`src/rtl/tlp_rxcpl_writer.sv`:
```
// Upstream stage of the RX completion buffer: realigns 3DW-header completion payload into
// 128-bit lines, writes them into per-tag slots of the completion RAM and reports request completion.
module tlp_rxcpl_writer #(
  parameter int C_TAG_BITS  = 5,
  parameter int C_LINE_BITS = 4
) (
  input  logic                              clk,
  input  logic                              rst_n,
  input  logic [127:0]                      RxCplTData,
  input  logic                              RxCplTValid,
  input  logic                              RxCplTSof,
  input  logic                              RxCplTEof,
  output logic                              RxCplTReady,
  input  logic                              CplTagAlloc,
  input  logic [C_TAG_BITS-1:0]             CplTagAllocTag,
  output logic [C_TAG_BITS+C_LINE_BITS-1:0] RxCplRamWrAddr,
  output logic [129:0]                      RxCplRamWrDat,
  output logic                              RxCplRamWrEna,
  output logic                              RxCplDoneVld,
  output logic [C_TAG_BITS-1:0]             RxCplDoneTag,
  output logic                              RxCplDoneErr
);

  localparam int NUM_TAGS = 1 << C_TAG_BITS;

  typedef enum logic [1:0] {
    ST_IDLE  = 2'd0,
    ST_DATA  = 2'd1,
    ST_FLUSH = 2'd2,
    ST_DROP  = 2'd3
  } cplState_t;

  // Number of 16-byte lines a payload of lenDw dwords occupies (0 encodes 1024 dwords).
  function automatic logic [8:0] linesNeeded(input logic [9:0] lenDw);
    logic [10:0] dwCnt;
    dwCnt = (lenDw == 10'd0) ? 11'd1024 : {1'b0, lenDw};
    return 9'((dwCnt + 11'd3) >> 2);
  endfunction

  cplState_t              stateR, stateNxt;
  logic [C_TAG_BITS-1:0]  tagR, tagNxt;
  logic                   lastReqR, lastReqNxt;
  logic [31:0]            holdR, holdNxt;
  logic [8:0]             needR, needNxt;
  logic [8:0]             cntR, cntNxt;
  logic [8:0]             cntInc;
  logic                   readyR;
  logic                   accept;

  logic [9:0]             hdrLen;
  logic [2:0]             hdrStatus;
  logic [11:0]            hdrByteCnt;
  logic [C_TAG_BITS-1:0]  hdrTag;

  logic                   wrDo;
  logic [C_TAG_BITS-1:0]  wrTag;
  logic [127:0]           wrData;
  logic                   wrLast;
  logic                   wrStatErr;
  logic [C_LINE_BITS-1:0] wrPtr;
  logic                   wrFull;
  logic                   slotErr;
  logic                   doneEvt;

  logic [C_LINE_BITS-1:0] ptrR [NUM_TAGS];
  logic [NUM_TAGS-1:0]    fullR;
  logic [NUM_TAGS-1:0]    errR;

  logic [C_TAG_BITS+C_LINE_BITS-1:0] wrAddrR;
  logic [129:0]           wrDatR;
  logic                   wrEnaR;
  logic                   doneVldR;
  logic [C_TAG_BITS-1:0]  doneTagR;
  logic                   doneErrR;

  assign accept     = RxCplTValid & readyR;
  assign hdrLen     = RxCplTData[9:0];
  assign hdrStatus  = RxCplTData[47:45];
  assign hdrByteCnt = RxCplTData[43:32];
  assign hdrTag     = RxCplTData[72 +: C_TAG_BITS];
  assign cntInc     = cntR + 9'd1;

  // Frame tracking, payload realignment and write request generation.
  always_comb begin
    stateNxt   = stateR;
    tagNxt     = tagR;
    lastReqNxt = lastReqR;
    holdNxt    = holdR;
    needNxt    = needR;
    cntNxt     = cntR;
    wrDo       = 1'b0;
    wrTag      = tagR;
    wrData     = 128'd0;
    wrLast     = 1'b0;
    wrStatErr  = 1'b0;
    case (stateR)
      ST_IDLE: begin
        if (accept && RxCplTSof) begin
          tagNxt     = hdrTag;
          lastReqNxt = (hdrByteCnt == {hdrLen, 2'b00});
          holdNxt    = RxCplTData[127:96];
          needNxt    = linesNeeded(hdrLen);
          cntNxt     = 9'd0;
          if (hdrStatus != 3'd0) begin
            // Unsuccessful completion: a single flagged line closes the request.
            wrDo      = 1'b1;
            wrTag     = hdrTag;
            wrLast    = 1'b1;
            wrStatErr = 1'b1;
            if (RxCplTEof) begin
              stateNxt = ST_IDLE;
            end else begin
              stateNxt = ST_DROP;
            end
          end else if (RxCplTEof) begin
            stateNxt = ST_FLUSH;
          end else begin
            stateNxt = ST_DATA;
          end
        end else begin
          stateNxt = ST_IDLE;
        end
      end
      ST_DATA: begin
        if (accept) begin
          wrDo    = 1'b1;
          wrData  = {RxCplTData[95:0], holdR};
          holdNxt = RxCplTData[127:96];
          cntNxt  = cntInc;
          if (RxCplTEof) begin
            if (cntInc < needR) begin
              stateNxt = ST_FLUSH;
            end else begin
              wrLast   = 1'b1;
              stateNxt = ST_IDLE;
            end
          end else begin
            stateNxt = ST_DATA;
          end
        end else begin
          stateNxt = ST_DATA;
        end
      end
      ST_FLUSH: begin
        wrDo     = 1'b1;
        wrData   = {96'd0, holdR};
        wrLast   = 1'b1;
        cntNxt   = cntInc;
        stateNxt = ST_IDLE;
      end
      ST_DROP: begin
        if (accept && RxCplTEof) begin
          stateNxt = ST_IDLE;
        end else begin
          stateNxt = ST_DROP;
        end
      end
      default: begin
        stateNxt = ST_IDLE;
      end
    endcase
  end

  assign wrPtr   = ptrR[wrTag];
  assign wrFull  = fullR[wrTag];
  assign slotErr = errR[wrTag];
  assign doneEvt = wrDo & (wrStatErr | (wrLast & lastReqR));

  // Frame state registers.
  always_ff @(posedge clk) begin
    if (!rst_n) begin
      stateR   <= ST_IDLE;
      tagR     <= {C_TAG_BITS{1'b0}};
      lastReqR <= 1'b0;
      holdR    <= 32'd0;
      needR    <= 9'd0;
      cntR     <= 9'd0;
      readyR   <= 1'b0;
    end else begin
      stateR   <= stateNxt;
      tagR     <= tagNxt;
      lastReqR <= lastReqNxt;
      holdR    <= holdNxt;
      needR    <= needNxt;
      cntR     <= cntNxt;
      readyR   <= (stateNxt != ST_FLUSH);
    end
  end

  // Per-tag line pointer, slot-full flag and sticky overflow error; allocation overrides a write.
  always_ff @(posedge clk) begin
    if (!rst_n) begin
      for (int t = 0; t < NUM_TAGS; t++) begin
        ptrR[t] <= {C_LINE_BITS{1'b0}};
      end
      fullR <= {NUM_TAGS{1'b0}};
      errR  <= {NUM_TAGS{1'b0}};
    end else begin
      for (int t = 0; t < NUM_TAGS; t++) begin
        if (CplTagAlloc && (CplTagAllocTag == C_TAG_BITS'(t))) begin
          ptrR[t]  <= {C_LINE_BITS{1'b0}};
          fullR[t] <= 1'b0;
          errR[t]  <= 1'b0;
        end else if (wrDo && (wrTag == C_TAG_BITS'(t))) begin
          if (doneEvt) begin
            ptrR[t]  <= {C_LINE_BITS{1'b0}};
            fullR[t] <= 1'b0;
            errR[t]  <= 1'b0;
          end else if (fullR[t]) begin
            errR[t] <= 1'b1;
          end else begin
            ptrR[t]  <= ptrR[t] + C_LINE_BITS'(1);
            fullR[t] <= (ptrR[t] == {C_LINE_BITS{1'b1}});
          end
        end
      end
    end
  end

  // Registered RAM write port and completion report; a full slot never wraps into another tag.
  always_ff @(posedge clk) begin
    if (!rst_n) begin
      wrAddrR  <= {(C_TAG_BITS+C_LINE_BITS){1'b0}};
      wrDatR   <= 130'd0;
      wrEnaR   <= 1'b0;
      doneVldR <= 1'b0;
      doneTagR <= {C_TAG_BITS{1'b0}};
      doneErrR <= 1'b0;
    end else begin
      wrEnaR   <= wrDo & ~wrFull;
      doneVldR <= doneEvt;
      if (wrDo) begin
        wrAddrR <= {wrTag, wrPtr};
        wrDatR  <= wrStatErr ? {2'b11, 128'd0} : {1'b0, wrLast & lastReqR, wrData};
      end
      if (doneEvt) begin
        doneTagR <= wrTag;
        doneErrR <= wrStatErr | slotErr | wrFull;
      end
    end
  end

  assign RxCplTReady    = readyR;
  assign RxCplRamWrAddr = wrAddrR;
  assign RxCplRamWrDat  = wrDatR;
  assign RxCplRamWrEna  = wrEnaR;
  assign RxCplDoneVld   = doneVldR;
  assign RxCplDoneTag   = doneTagR;
  assign RxCplDoneErr   = doneErrR;

endmodule

```
`config.mk`:
```
export PLATFORM = sky130hd
export DESIGN_NAME = tlp_rxcpl_writer
export DESIGN_NICKNAME = d
export VERILOG_FILES = /design/src/rtl/tlp_rxcpl_writer.sv
export SDC_FILE = /design/constraint.sdc
export NUM_CORES = 1
export LEC_CHECK = 0
export ABC_AREA = 1
export BUFFER_PORTS_ARGS = -buffer_cell sky130_fd_sc_hd__buf_2
export CAP_MARGIN = 20
export CORE_MARGIN = 8
export CORE_UTILIZATION = 40
export DETAILED_ROUTE_END_ITERATION = 10
export HOLD_SLACK_MARGIN = 0.15
export PLACE_DENSITY = 0.73
export SYNTH_ARGS = -nofsm -noshare
export SYNTH_HDL_FRONTEND = slang
export SYNTH_SLANG_ARGS = --single-unit
```
`constraint.sdc`:
```
create_clock -name clk -period 3 [get_ports clk]
set_input_delay 0.6 -clock clk [delete_from_list [all_inputs] [get_ports clk]]
set_output_delay 0.6 -clock clk [all_outputs]
set_load 0.01 [all_outputs]
```
# After elaboration in Yosys (flattened, before gate mapping)
# Memory sizes are Yosys's and may differ from the RTL's. A register that Yosys moved wholly into a read port is not among the register bits.
# Cells that the tools add are included.
# classes
addsub	34
order_cmp	2
n_eq_ne	101
n_mux	677
bitwise	105
n_reduce_logical	173
# op_table
cell	n
1-bit 2-to-1 mux	555
4-bit 2-to-1 mux	96
128-bit case mux with 2 select lines	1
5-bit == test (second input constant)	32
130-bit 2-to-1 mux	1
4-bit by 1-bit adder with 4-bit output (second input constant)	32
4-bit == test (second input constant)	32
128-bit 2-to-1 mux	1
1-bit OR	99
5-bit by 4-bit == test with 1-bit output (second input constant)	16
1-bit logical AND	66
2-bit AND reduction	33
2-bit nonzero test	33
32-bit 2-to-1 mux	2
32-bit case mux with 2 select lines	1
2-bit OR reduction	32
5-bit by 3-bit == test with 1-bit output (second input constant)	8
9-bit case mux with 3 select lines	1
5-bit by 2-bit == test with 1-bit output (second input constant)	4
9-bit 2-to-1 mux	2
2-bit 2-to-1 mux	8
5-bit 2-to-1 mux	3
12-bit == test	1
11-bit by 2-bit adder with 11-bit output (second input constant)	1
19 further kinds	32
# totals
regBits	270
ram_bits	128
inputBits	139
output_inout_bits	148
wordCells	1170
memories	1
# mem_list
name	depth	width	rd	rd_ports_with_merged_regs	wr	line	rtl
ptrR	32	4	33	1	32	65	logic [C_LINE_BITS-1:0] ptrR [NUM_TAGS];

# Longest topological paths before layout
# depth
ltp_word	16
ltp_mapped	20
depth_no_buf	19

# Worst setup path after synthesis
# No wires, ideal clock.
# synth_timing
kind	register to register
startpoint	reg cntR[0]
endpoint	mem ptrR[18][0] (enable)
setup_ns	0.315
arrival_ns	2.913
t_required_ns	2.685
path_slack_ns	-0.228
path_stages_with_launch	18
n_path_buf	1
path_cell_list	dfxtp_1 -> ha_1 -> nand3_1 -> nand3b_1 -> nor2_1 -> nand2_1 -> xnor2_1 -> ha_1 -> nand2_1 -> nor2_1 -> nand3_1 -> o2111ai_1 -> nand3_1 -> nand2_1 -> a21oi_1 -> clkbuf_1 -> nand4_1 -> nand4_1
# synth_lines
item	line	rtl
from (decl)	45	logic [8:0] cntR, cntNxt;
from (signal assigned)	185	cntR <= cntNxt;
to (decl)	65	

==> flow_metrics.tcl <==
set metrics [dict create \
    die_y_um 234 \
    grt_pass1_wl_um 98200 \
    p_per_area_mw_per_mm2 505 \
    design.core.area_mm2 0.0473 \
    critPathKind "register to register" \
    antenna_left 0 \
    yosysSeqAreaShare 0.487 \
    worst_ep_arrival_time_ns 3.34 \
    antenna_found_initial 16 \
    clkLatencyLatePin_ns 0.60 \
    start_util 0.401 \
    finalClockSkew_ns 0.0351 \
    clkPwrFrac 0.432 \
    yosys_most_used_dff "dfxtp_1" \
    intPower_mw 9.29 \
    grt_max_degree 97 \
    fin_total_pwr_mw 12.5 \
    syn2layout_area_growth_pct 30.6 \
    clock_sinks 398 \
    drc 0 \
    fillers 4188 \
    cts_root_buffer "clkbuf_16" \
    finalCriticalPeriod_ns 3.13 \
    via_count 18400 \
    synth_area_leaders "dfxtp_1 (28%), edfxtp_1 (20%), nand2_1 (12%)" \
    ys_async_sr_fraction 0 \
    cellLeakagePower_nw 10.9 \
    overflow 0 \
    portBuffers 286 \
    path_clk_slew_ns 0.06 \
    via_per_inst 5.38 \
    drive_gt1_frac 0.260 \
    wl_per_cell_um 19.0 \
    tightest_slew_ns 0.750 \
    syn_nets 2540 \
    avgSynthCellArea_um2 8.07 \
    ir_drop_uv 504 \
    end_kind "register" \
    hold_viol 0 \
    wl_met1_um 24900 \
    whs_path_depth 2 \
    crit_required_ns 3.21 \
    synth_area_mm2 0.0190 \
    post-route-period-util 1.04 \
    dieArea_mm2 0.0547 \
    ys_warn_count 0 \
    highest_layer "met4" \
    start_kind "register" \
    dr_wl_met2_um 31000 \
    grt_pass1_vias 18100 \
    synth.distinct_cells 48 \
    status "complete, but fails checks" \
    die_w_um 234 \
    reg2reg_depth 16 \
    final.setup.worst_slack_ns -0.128 \
    cts_tree "done" \
    gp_congestion 0.947 \
    synth_top_area_frac 0.284 \
    combPwrFrac 0.105 \
    p_sw_mw 3.24 \
    cts_max_path_buffers 3 \
    slew_violations 0 \
    dr_wl_met3_um 6120 \
    final-setup-viol-count 170 \
    synthCells 2356 \
    cap_violations 0 \
    violations "negative setup slack" \
    ios 287 \
    rsz0062_at_grt "true" \
    cts_buffers 42 \
    p_sw_frac 0.259 \
    ys_ff_latch 398 \
    num_rows 80 \
    first_pass_iters 6 \
    pwr-share-seq 0.462 \
    htree_levels 2 \
    hp-class "input port to register" \
    max_freq_mhz 320 \
    grt_usage 0.227 \
    synth_edf_count 128 \
    dp_hpwl_um 47000 \
    final_core_util 0.524 \
    nNetsFinal 2947 \
    synth_top_area_cell "dfxtp_1" \
    slew_headroom 0.499 \
    wirelength_um 64900 \
    crit_fanout 23 \
    dr.first_iter.drc_count 1614 \
]
-- power groups by stage --
stage	combinational [mW]	clock (mW)	sequential, mW
finish	1.32	5.42	5.79
global route	1.42	5.70	5.81
CTS	1.24	5.48	5.79
detailed placement	1.14	0	5.91
global placement	1.11	0	5.90
floorplan	0.659	0	5.88
-- worst max-delay path: stages (launching register included) --
cell and delay (ns):
dfxtp_2 0.34, ha_4 0.15, buf_4 0.12, buf_4 0.12
buf_4 0.12, xor2_1 0.19, ha_1 0.28, a21oi_1 0.14
o21ai_0 0.12, nand2_2 0.09, o2111ai_2 0.12, nand3_1 0.12
nand2_2 0.09, a21oi_4 0.16, buf_12 0.19, nand4_1 0.12
o211ai_1 0.24
-- metrics by stage --
step	setup TNS, ns	hold slack [ns]	setup WS (ns)	instances	cell area (µm²)
after CTS	-5.03	0.222	-0.0794	3404	24300
after global placement	-19.48	0.435	-0.229	3308	22000
after detailed placement	-30.26	0.441	-0.309	3308	22000
final	-9.70	0.243	-0.128	3420	24800
after floorplan	-0.170	0.426	-0.0249	2356	19000
after global routing	-59.38	0.236	-0.332	3420	24800
-- cells by family after synthesis --
logic type	share of synthesized area
simple gates	0.248
flops	0.487
compound gates	0.129
buf+inv	0.0682
xor+xnor	0.0387
fa+ha+maj	0.0296
-- layout by cell type (no fill, tap or decap), types with 7 or more instances in the layout --
master / Yosys / routed
nand4_1: 28 / 28
nand2_1: 587 / 571
o211ai_1: 10 / 10
nand3_1: 147 / 119
nand3_4: 2 / 18
nor2_2: 20 / 37
ha_1: 45 / 44
xnor2_1: 35 / 34
o21ai_2: 3 / 7
clkinv_2: 0 / 8
dfxtp_1: 270 / 268
edfxtp_1: 128 / 128
inv_1: 186 / 186
xor2_1: 49 / 49
a21oi_4: 0 / 12
nand2_2: 2 / 13
clkbuf_1: 64 / 9
buf_12: 0 / 14
a21oi_1: 75 / 61
nor2_1: 327 / 293
a32o_1: 96 / 96
buf_4: 3 / 155
nor2_4: 6 / 23
o21ai_1: 38 / 38
o21ai_4: 1 / 15
o21ai_0: 120 / 102
buf_2: 30 / 285
clkbuf_8: 0 / 7
inv_2: 33 / 33
nand3_2: 0 / 12
diode_2: 0 / 9
clkbuf_16: 0 / 48
-- per-layer routing --
layer  global-route usage  up-vias
met4                0.100        0
met5                    0        -
met1                0.262     8724
met2                0.388      845
li1                     -     8660
met3               0.0657      175
-- sequential cells by signal, indices dropped and copies added (netlist names) --
name / cells
RxCplDoneErr: 1
RxCplDoneTag: 5
RxCplDoneVld: 1
RxCplRamWrAddr: 9
RxCplRamWrDat: 130
RxCplRamWrEna: 1
RxCplTReady: 1
cntR: 9
errR: 32
fullR: 32
holdR: 32
lastReqR: 1
needR: 9
ptrR: 128
stateR: 2
tagR: 5
-- worst paths after layout --
| kind | startpoint | endpoint | slack, ns |
|---|---|---|---|
| max reg2reg | cntR[0]$_SDFFE_PN0P_ | ptrR[29][0]$_SDFFCE_PN0P_ | -0.13 |
| max | cntR[0]$_SDFFE_PN0P_ | ptrR[29][0]$_SDFFCE_PN0P_ | -0.13 |
| min reg2reg | errR[29]$_SDFFE_PP0P_ | errR[29]$_SDFFE_PP0P_ | 0.45 |
| min | RxCplTData[57] | RxCplRamWrDat[89]$_SDFFE_PN0P_ | 0.24 |
-- timing repair --
item                                   in CTS  in global routing
endpoints found under the hold margin       0                  0
gates cloned                                5                  3
hold buffers                                0                  0
setup buffers                              14                  6
pin swaps                                  34                 22
resized for setup                         150                 80
setup endpoints to repair                 206                319
-- synth_stat cells (all sizes together) (2+ instances only) --
library cell,n
xor2,49
o21ai,162
clkinv,2
inv,221
clkbuf,64
nand3,149
o211ai,10
nand3b,3
a32o,96
buf,40
a22oi,5
edfxtp,128
nor2,354
nor4,5
dfxtp,270
a41oi,6
a21boi,4
a21oi,75
xnor2,35
o21a,2
ha,45
nand4,29
nor3,2
a211oi,3
nand2,591
-- cell type report --
| type | instances | area [µm²] | share of cell area |
|---|---|---|---|
| clock buffer | 61 | 1260 | 0.0506 |
| tap | 615 | 769 | 0.0310 |
| multi-input combinational | 1631 | 9370 | 0.378 |
| clock inverter | 16 | 196 | 0.00791 |
| inverter | 223 | 842 | 0.0339 |
| sequential | 398 | 9250 | 0.373 |
| antenna | 9 | 22.5 | 0.000907 |
| timing repair buffer | 467 | 3110 | 0.125 |
Note: power is estimated with default switching activity, not from simulation.
